## src/rtl/pipe_stage_skid_reg.sv

```systemverilog
// Inter-stage pipeline register with valid/ready handshake and a 2-entry skid buffer.
// Invalid entries are zeroed so bubbles never assert control; idle cycles are counted.
`timescale 1ns/1ps
module pipe_stage_skid_reg #(
  parameter int CTRL_W = 8,
  parameter int DATA_W = 128,
  parameter int CNT_W  = 16
) (
  input  logic              clk,
  input  logic              rst,
  input  logic              flush,
  input  logic              in_valid,
  output logic              in_ready,
  input  logic [CTRL_W-1:0] in_ctrl,
  input  logic [DATA_W-1:0] in_data,
  output logic              out_valid,
  input  logic              out_ready,
  output logic [CTRL_W-1:0] out_ctrl,
  output logic [DATA_W-1:0] out_data,
  output logic [CNT_W-1:0]  bubble_cnt
);

  typedef enum logic [1:0] {
    ST_EMPTY = 2'd0,
    ST_ONE   = 2'd1,
    ST_FULL  = 2'd2
  } state_t;

  localparam logic [CNT_W-1:0] CNT_ONE = {{(CNT_W-1){1'b0}}, 1'b1};
  localparam logic [CNT_W-1:0] CNT_MAX = {CNT_W{1'b1}};

  state_t              state_r, state_s;
  logic                main_valid_r;
  logic                in_ready_r;
  logic [CTRL_W-1:0]   main_ctrl_r, skid_ctrl_r;
  logic [DATA_W-1:0]   main_data_r, skid_data_r;
  logic [CNT_W-1:0]    bubble_cnt_r;
  logic                acc_s, dq_s;
  logic                load_main_in_s, load_main_skid_s, load_skid_s, clear_main_s;

  assign acc_s = in_valid & in_ready_r;
  assign dq_s  = main_valid_r & out_ready;

  // Next-state and storage-steering decode; flush dominates any handshake.
  always_comb begin
    state_s          = state_r;
    load_main_in_s   = 1'b0;
    load_main_skid_s = 1'b0;
    load_skid_s      = 1'b0;
    clear_main_s     = 1'b0;
    if (flush) begin
      state_s      = ST_EMPTY;
      clear_main_s = 1'b1;
    end else begin
      case (state_r)
        ST_EMPTY: begin
          if (acc_s) begin
            state_s        = ST_ONE;
            load_main_in_s = 1'b1;
          end else begin
            state_s = ST_EMPTY;
          end
        end
        ST_ONE: begin
          if (acc_s && dq_s) begin
            load_main_in_s = 1'b1;
          end else if (acc_s) begin
            state_s     = ST_FULL;
            load_skid_s = 1'b1;
          end else if (dq_s) begin
            state_s      = ST_EMPTY;
            clear_main_s = 1'b1;
          end else begin
            state_s = ST_ONE;
          end
        end
        ST_FULL: begin
          if (dq_s) begin
            state_s          = ST_ONE;
            load_main_skid_s = 1'b1;
          end else begin
            state_s = ST_FULL;
          end
        end
        default: begin
          state_s      = ST_EMPTY;
          clear_main_s = 1'b1;
        end
      endcase
    end
  end

  // State register plus registered valid/ready flags derived from the next state.
  always_ff @(posedge clk) begin
    if (rst) begin
      state_r      <= ST_EMPTY;
      main_valid_r <= 1'b0;
      in_ready_r   <= 1'b1;
    end else begin
      state_r      <= state_s;
      main_valid_r <= (state_s != ST_EMPTY);
      in_ready_r   <= (state_s != ST_FULL);
    end
  end

  // Main entry; cleared whenever it goes invalid so outputs are zero during bubbles.
  always_ff @(posedge clk) begin
    if (rst) begin
      main_ctrl_r <= '0;
      main_data_r <= '0;
    end else if (load_main_in_s) begin
      main_ctrl_r <= in_ctrl;
      main_data_r <= in_data;
    end else if (load_main_skid_s) begin
      main_ctrl_r <= skid_ctrl_r;
      main_data_r <= skid_data_r;
    end else if (clear_main_s) begin
      main_ctrl_r <= '0;
      main_data_r <= '0;
    end else begin
      main_ctrl_r <= main_ctrl_r;
      main_data_r <= main_data_r;
    end
  end

  // Skid entry absorbs the one beat accepted while downstream stalls.
  always_ff @(posedge clk) begin
    if (rst) begin
      skid_ctrl_r <= '0;
      skid_data_r <= '0;
    end else if (load_skid_s) begin
      skid_ctrl_r <= in_ctrl;
      skid_data_r <= in_data;
    end else begin
      skid_ctrl_r <= skid_ctrl_r;
      skid_data_r <= skid_data_r;
    end
  end

  // Saturating count of cycles presenting a bubble downstream.
  always_ff @(posedge clk) begin
    if (rst) begin
      bubble_cnt_r <= '0;
    end else if (!main_valid_r && (bubble_cnt_r != CNT_MAX)) begin
      bubble_cnt_r <= bubble_cnt_r + CNT_ONE;
    end else begin
      bubble_cnt_r <= bubble_cnt_r;
    end
  end

  assign in_ready   = in_ready_r;
  assign out_valid  = main_valid_r;
  assign out_ctrl   = main_ctrl_r;
  assign out_data   = main_data_r;
  assign bubble_cnt = bubble_cnt_r;

endmodule
```

## config.mk

```make
export PLATFORM = sky130hd
export DESIGN_NAME = pipe_stage_skid_reg
export DESIGN_NICKNAME = d
export VERILOG_FILES = /design/src/rtl/pipe_stage_skid_reg.sv
export SDC_FILE = /design/constraint.sdc
export NUM_CORES = 1
export LEC_CHECK = 0
export CORE_ASPECT_RATIO = 0.7
export CORE_MARGIN = 4
export CORE_UTILIZATION = 55
export DETAILED_ROUTE_END_ITERATION = 10
export DONT_BUFFER_PORTS = 1
export GPL_TIMING_DRIVEN = 0
export PLACE_DENSITY = 0.72
export SLEW_MARGIN = 20
export SYNTH_ARGS = -nofsm -noshare
export SYNTH_HDL_FRONTEND = slang
export SYNTH_SLANG_ARGS = --single-unit
```

## constraint.sdc

```tcl
create_clock -name clk -period 3.8 [get_ports clk]
set_input_delay 1.14 -clock clk [delete_from_list [all_inputs] [get_ports clk]]
set_output_delay 1.14 -clock clk [all_outputs]
set_load 0.05 [all_outputs]
```

# Word level (Yosys, flattened, before mapping)
# Cells that the tools add are included.
totals:
  out_inout_bits: 154
  register_bits: 292
op_classes:
  eq_ne: 4
  addsub: 1
  bitwise: 2
  mux: 27
  reduce_logical: 7
op_table:
  columns: ["operator", "n"]
  rows:
  - ["2-to-1 mux 128 bit", 3]
  - ["2-to-1 mux 8 bit", 3]
  - ["adder 16 x 1 -> 16 bit (second input constant)", 1]
  - ["!= test 16 bit (second input constant)", 1]
  - ["2-to-1 mux 1 bit", 14]
  - ["2-to-1 mux 2 bit", 4]
  - ["case mux 2 bit (3 select lines)", 1]
  - ["case mux 1 bit (2 select lines)", 2]
  - ["nonzero test 3 bit", 1]
  - ["AND 1 bit", 2]
  - ["equality test 2 x 1 -> 1 bit (second input constant)", 1]
  - ["equality test 2 bit (second input constant)", 1]
  - ["logical AND 1 bit", 2]
  - ["zero test 2 bit", 1]
  - ["!= test 2 bit (second input constant)", 1]
  - ["nonzero test 2 bit", 1]
  - ["OR reduction 2 bit", 1]
  - ["zero test 1 bit", 1]

# Logic depth before layout (Yosys ltp)
logic_depth:
  word_depth: 9
  depth_mapped: 8
  depth_no_buf: 5

# Worst setup path before layout
# Ideal clock, no wire load.
synth_timing:
  path_kind: "input port to flip-flop"
  from: "input port in_valid"
  to: "register main_data_r[54] (netlist: out_data[54])"
  path_stages: 7
  path_slack_ps: 1444
  setup_time_ps: 123
  arrival_time_ps: 2233
  required_time_ps: 3677
  path_cell_list: "nand2_1 > o311a_1 > buf_2 > buf_6 > buf_2 > a222oi_1 > inv_1"
synth_via:
  elab_chain_len: 6
  word_cells_on_any_way: 12
synth_lines:
  columns: ["item", "line", "rtl"]
  rows:
  - ["start, declared", "12", "input logic in_valid,"]
  - ["AND 1 bit (*)", "41", "assign acc_s = in_valid & in_ready_r;"]
  - ["2-to-1 mux 1 bit or logical AND 1 bit (tied branches)", "67, 65", null]
  - ["2-to-1 mux 1 bit", "65", "if (acc_s && dq_s) begin"]
  - ["case mux 1 bit (2 select lines)", "55", "case (state_r)"]
  - ["2-to-1 mux 1 bit", "51", "if (flush) begin"]
  - ["nonzero test 3 bit (no source line) or 2-to-1 mux 128 bit (tied branches)", null, null]
  - ["end signal, assigned", "113", "main_data_r <= in_data;"]
  - ["end signal, assigned", "116", "main_data_r <= skid_data_r;"]
  - ["end signal, assigned", "122", "main_data_r <= main_data_r;"]
  - ["end, declared", "36", "logic [DATA_W-1:0] main_data_r, skid_data_r;"]
# Mark *: on every way between the ends. The rest lies on a longest branch, timed or not.
# A chain may end at the register's enable or synchronous reset.

# Worst setup path after layout
layout_timing:
  from: "register bubble_cnt_r[3] (netlist: bubble_cnt[3])"
  to: "output port bubble_cnt[3]"
layout_rtl:
  columns: ["item", "line", "rtl"]
  rows:
  - ["start, declared", "37", "logic [CNT_W-1:0] bubble_cnt_r;"]
  - ["start signal, assigned", "145", "bubble_cnt_r <= bubble_cnt_r + CNT_ONE;"]
  - ["start signal, assigned", "147", "bubble_cnt_r <= bubble_cnt_r;"]
  - ["end, declared", "20", "output logic [CNT_W-1:0] bubble_cnt"]
# No word-level cell between the ends.

==> impl_results.md <==
- Status: complete, but fails checks
- Violations in the final reports: design-rule violations
- Total leakage power: 5.072 nW
- GPL Wtd Cong: around 0.86
- Share of the synthesized area in the top cell type: 0.5500
- Finish-stage setup viols: 0
- TritonCTS clock tree: done
- Slew at the pin closest to its max-slew limit: 717.1 ps
- Overall track demand over capacity in global routing: 0.2452
- Crit path time final: 2445 ps
- Maximum Capacitance Violations: 0
- Portion of the clock cycle consumed by the worst path in the final layout: 0.6435
- Post-DP HPWL: 19.77 mm
- Post-Synth Simple-Gate Area: 0.1297
- Mapped Nets: 1314
- Worst hold path type: reg -> reg
- Most area-consuming cells after synthesis: dfxtp_1 55%, a222oi_1 13%, nand2_1 9.9%
- Starting density of the core: 0.5618
- Hold buffer count at CTS: 0
- Quantity of I/O buffers inserted on ports: 0
- Fin. max-slew vios: 0
- Max frequency: 0.4090 GHz
- Area Growth Syn to Fin: 11.10%
- Max IR drop VDD: 0.3615 mV
- Number of cells in the finished layout apart from fillers: 1462
- Worst-Skew Late Latency: approximately 520 ps
- Worst path required time: 2660 ps
- Average wire length per cell after detail routing: 19.38 um
- Cells resized by post-CTS repair: 0
- Core Area: 18920 um^2
- Detail Route Antenna Nets: 0
- Critical Path Source Type: register
- Crit-path max FO: 8
- Iteration-0 DRC count of the detailed router: 1520
- Clock Tree Root: clkbuf_16
- Routed wire length: 28.33 mm
- Post-Place Cells: 1414
- Mean instance size in the synthesized netlist: 9.069 um^2
- Largest net degree at the start of global routing: 17
- Share of synthesized area occupied by flip-flops and latches: 0.5500
- Category of the critical setup timing path: reg -> out
- Endpoint kind of the worst setup timing path: output port
- Data arrival time at the worst-slack endpoint: 1310 ps
- Main flop type after synthesis: dfxtp_1
- Main combinational cell family by area after synthesis: compound AO/OA/AOI/OAI gates
- Antenna violations before repair: 0
- Xor/xnor share of the synthesized area: 0
- Number of clock buffers inserted by TritonCTS: 27
- Via count: 8813
- Synthesized-area fraction occupied by ao, oa, aoi and oai cells: 0.2133
- Final count of hold timing violations: 0
- Global route total overflow: 0
- Cell accounting for the most synthesized area: dfxtp_1
- Horizontal die dimension: 174.2 um
- Fraction of layout cells with a size suffix above 1: 0.08934
- Clock tree skew after final layout: 18.23 ps
- Fraction of synthesis flops using an asynchronous set or reset pin: 0
- Ratio of routed vias to standard cells: 6.028
- Die Footprint: 21650 um^2
- Most common library cells after synthesis: 292 x dfxtp_1, 281 x nand2_1, 149 x a21oi_1
- Clock input transition at the sequential cells of the worst setup and hold paths: 60 ps
- Number of flip-flops and latches in the synthesized netlist: 292
- Deepest clock path buffer count: 3
- Detailed Routing Iterations Pass 1: 11
- Unique cell type count in the Yosys netlist: 43
- H-tree levels: 1
- Post-synthesis mux area share: 0.004120
- Most instantiated library cell after synthesis: dfxtp_1
- Row count: 42
- Clock sink total: 292
- RSZ-0062 raised after global routing: false
- Residual DRC count: 1
- Diode insertion count for antenna repair: 0
- Setup tns final: 0 ps
- Global-route wire length before repair: about 45 mm
- Power density over cell area: between 500 and 600 nW/um^2
- Post-CTS Setup Inserts: 0
- Number of flops mapped to enable cells by yosys: 0
- Number of global-route vias before repair: 8060
- Adder-cell area share of the yosys netlist: 0.001177
- NumNets Final: 1343
- Number of warnings reported in the yosys synthesis log: 0
- Slew margin rel.: 0.5213
- Number of top-level pins: roughly 300
- Die boundary height: 124.3 um
- Cell area after synthesis: 10630 um^2
- Count of mapped cells out of synthesis: roughly 1200
[path summary, 6_finish.rpt]
path / startpoint / to / slack [ps] / depth (start not counted)
max: bubble_cnt[3]$_SDFFE_PP0P_ / bubble_cnt[3] / 1350 / 0
min: skid_data_r[76]$_SDFFE_PP0P_ / skid_data_r[76]$_SDFFE_PP0P_ / 450 / 2
min reg2reg: skid_data_r[76]$_SDFFE_PP0P_ / skid_data_r[76]$_SDFFE_PP0P_ / 450 / 2
max reg2reg: in_ready$_SDFF_PP1_ / out_data[68]$_SDFFE_PP0P_ / 1430 / 7
[state kept, by name (all words and copies together) (netlist names)]
register     count
bubble_cnt      16
in_ready         1
out_ctrl         8
out_data       128
out_valid        1
skid_ctrl_r      8
skid_data_r    128
state_r          2
[cells by family after synthesis]
kind of cell / Yosys count
fa+ha+maj: 1
buf+inv: 236
mux: 4
simple gates: 332
flops: 292
compound gates: 307
[worst min-delay path: stages, from the launching register on]
cell     delay, ps
dfxtp_1        310
nand2_1         50
a21oi_1         50
[cell type report]
| cell class | instances | area, um^2 |
|---|---|---|
| fillers | 1610 | 7109 |
| flip-flops and latches | 292 | 5846 |
| multi-input cells | 644 | 3702 |
| clock inverters | 14 | 135.1 |
| clock buffers | 34 | 742.0 |
| inverters | 140 | 525.5 |
| plain buffers | 96 | 555.5 |
| well taps | 242 | 302.8 |
[routing by layer]
metal / track usage / share of wire
met4: 0.05305 / 0.023
met1: 0.3424 / 0.41
met3: 0.07555 / 0.12
met2: 0.3775 / 0.45
met5: 0 / 0
[through the flow]
step | setup WS, ps | area (um^2) | utilization | hold slack, ps | power [W]
finish | 1355 | 11810 | 0.6242 | 455.0 | 0.006267
global route | 1236 | 11810 | 0.6242 | 471.0 | 0.006472
CTS | 1345 | 11810 | 0.6242 | 457.7 | 0.006312
detailed placement | 954.5 | 10930 | 0.5778 | 447.3 | 0.003670
global placement | 937.5 | 10930 | 0.5778 | 441.7 | 0.003665
floorplan | 1444 | 10630 | - | 435.9 | 0.003595
[placed cells by master, fill, tap and decap left out, drive strengths merged, types with 2 or more instances in the layout]
cell type / instances
or4: 7
nor2b: 4
and3: 3
and3b: 3
nand3: 5
nor3: 6
a21oi: 149
a211oi: 3
mux2: 3
clkinvlp: 3
o31ai: 6
nand4: 4
dfxtp: 292
inv: 141
clkbuf: 65
nor2: 7
a222oi: 136
o211ai: 2
nor4: 3
clkinv: 8
bufinv: 2
o21ai: 4
nand2: 281
and2: 2
buf: 65
or3: 3
[where the power goes]
part | internal, W | switching (W)
clock network | 0.00152 | 0.00114
logic | 0.0000810 | 0.000143
registers | 0.00313 | 0.000245
Power figures use the tool's default switching activity.
==> RTL edit: new RTL, same settings <==
Set the parameter `CTRL_W` to 10 (it was 8).
--- a/src/rtl/pipe_stage_skid_reg.sv
+++ b/src/rtl/pipe_stage_skid_reg.sv
@@ -3,5 +3,5 @@
 `timescale 1ns/1ps
 module pipe_stage_skid_reg #(
-  parameter int CTRL_W = 8,
+  parameter int CTRL_W = 10,
   parameter int DATA_W = 128,
   parameter int CNT_W  = 16
Ports: changed (resized in_ctrl and out_ctrl); port bits go from 295 to 299. The function was not compared with the original's and may differ.
==> RTL edit against the original RTL <==
First-iteration DRC count down 19%; die area up 1.2%; worst setup slack worse by 16 ps; sequential cell count up 4; design area up 2.2%; area after synthesis up 1.3%; wire length up 4.3%; power up 4.8%; critical path depth unchanged; via count up 1.3%; core utilization up 0.87 points; critical path type unchanged; largest cell class unchanged.
==> RTL edit: results (changes against the original RTL) <==
[detailed_routing]
num_vias = 8928  ; +1.3%
wl_met2_mm = 13.1  ; +3.5%
wl_met3_mm = 3.75  ; +13%
wl_per_cell_um = 19.8  ; +2.2%
drt_iter0_drc = 1226  ; -19%
drt_wl_total_mm = 29.6  ; +4.3%
drt-pass1-iter-count = 7  ; -4
met1_length_mm = 12.1  ; +2.7%

[placed_design]
hpwl_mm = 20.4  ; +3.0%
dp_slack_ps = 837  ; -117 ps
io_buffers = 0  ; unchanged
place_area_um2 = 11100  ; +1.5%
dp.cells = 1441  ; +1.9%
gp_congestion = 0.844  ; -1.7%

[layout]
multi_input_area_share_pct = 31.1  ; -0.24 points
seq_cell_count = 296  ; +1.4%
inv_count = 141  ; +0.71%
clkbuf_count = 36  ; +5.9%
nonClkBufAreaFrac_pct = 4.62  ; -0.082 points
final_core_util_pct = 63.3  ; +0.87 points
n_all_buffers = 94  ; -2.1%
seq_area_share_pct = 49.1  ; -0.42 points
clk_share_pct = 8.06  ; +0.64 points
drive_gt1_share_pct = 10.8  ; +1.9 points
multi_input_cells = 646  ; +0.31%
fill_cells = 1601  ; -0.56%

[worst_hold_path]
hold_class = register to register
hp-start = skid_data_r[117]

[grt]
grt_util_all_layers_pct = 25.5  ; +0.94 points
met1_usage_pct = 33.7  ; -0.50 points
grt_pass1_vias = 8360  ; +3.7%
met2_usage_pct = 39.3  ; +1.6 points
overflow = 0  ; unchanged
grt_max_degree = 16  ; -1
grt_pass1_wl_mm = 46.5  ; +4.1%
met3_usage_pct = 10.5  ; +2.9 points

[clock_network]
postCtsResizedCells = 0  ; unchanged
cts_buffers = 28  ; +3.7%
root_buffer = clkbuf_16
insertion_delay_ps = 530

[power_and_ir_drop]
power_leakage_nw = 5.27  ; +4.0%
p_per_area_nw_per_um2 = 544  ; +2.5%
peakVddDrop_v = 0.000370  ; +2.5%

[worst_setup_path]
r2r_start = in_ready
crit_fanout = 6  ; -2
cp-startpoint = bubble_cnt[12]
end_kind = output pin

[synth]
postSynthCellCount = 1177  ; +0.43%
synthTopCellsByArea = dfxtp_1, a222oi_1, nand2_1, a21oi_1, inv_1
ys_async_sr_fraction_pct = 0  ; unchanged
synthFlopType = dfxtp_1
syn-num-nets = 1321  ; +0.53%
ys_seq_area_share_pct = 55.0  ; about the same
synth.distinct_cells = 48  ; +12%
yosys_warnings = 0  ; unchanged
synth_common_cells = dfxtp_1, nand2_1, a21oi_1

[status]
outcome = finished clean

[timing]
skew_ps = 8.99  ; -9.23 ps
slew_headroom_pct = 50.7  ; -1.5 points

[RTL edit: cell types whose count changed after synthesis, moves of 4 or more]
cell      before  now
buf_1          8    0
buf_2         33   53
buf_4          7    1
clkbuf_1      31   22
dfxtp_1      292  296
nor3_1         6    2
[RTL edit: kinds of logic after synthesis]
kind of cell | after synthesis | share of synthesized area (%)
AOI/OAI and AO/OA | 307 | 21.1
xor gates and xnor gates | 2 | 0.163
adders and majority gates | 1 | 0.116
buffers and inverters | 235 | 10.1
DFF | 296 | 55.0
muxes | 3 | 0.314
and+or+nand+nor | 333 | 13.2
[RTL edit: path summary, 6_finish.rpt]
check	end	slack, ps	cells past startpoint
worst min register to register	skid_data_r[117]	450	2
worst min-delay path	skid_data_r[117]	450	2
worst max register to register	out_ctrl[3]	1440	6
worst max-delay path	bubble_cnt[12]	1340	0
[RTL edit: where the power goes]
part,internal (mW),switching (mW)
logic,0.0811,0.145
clock network,1.74,1.17
registers,3.18,0.249
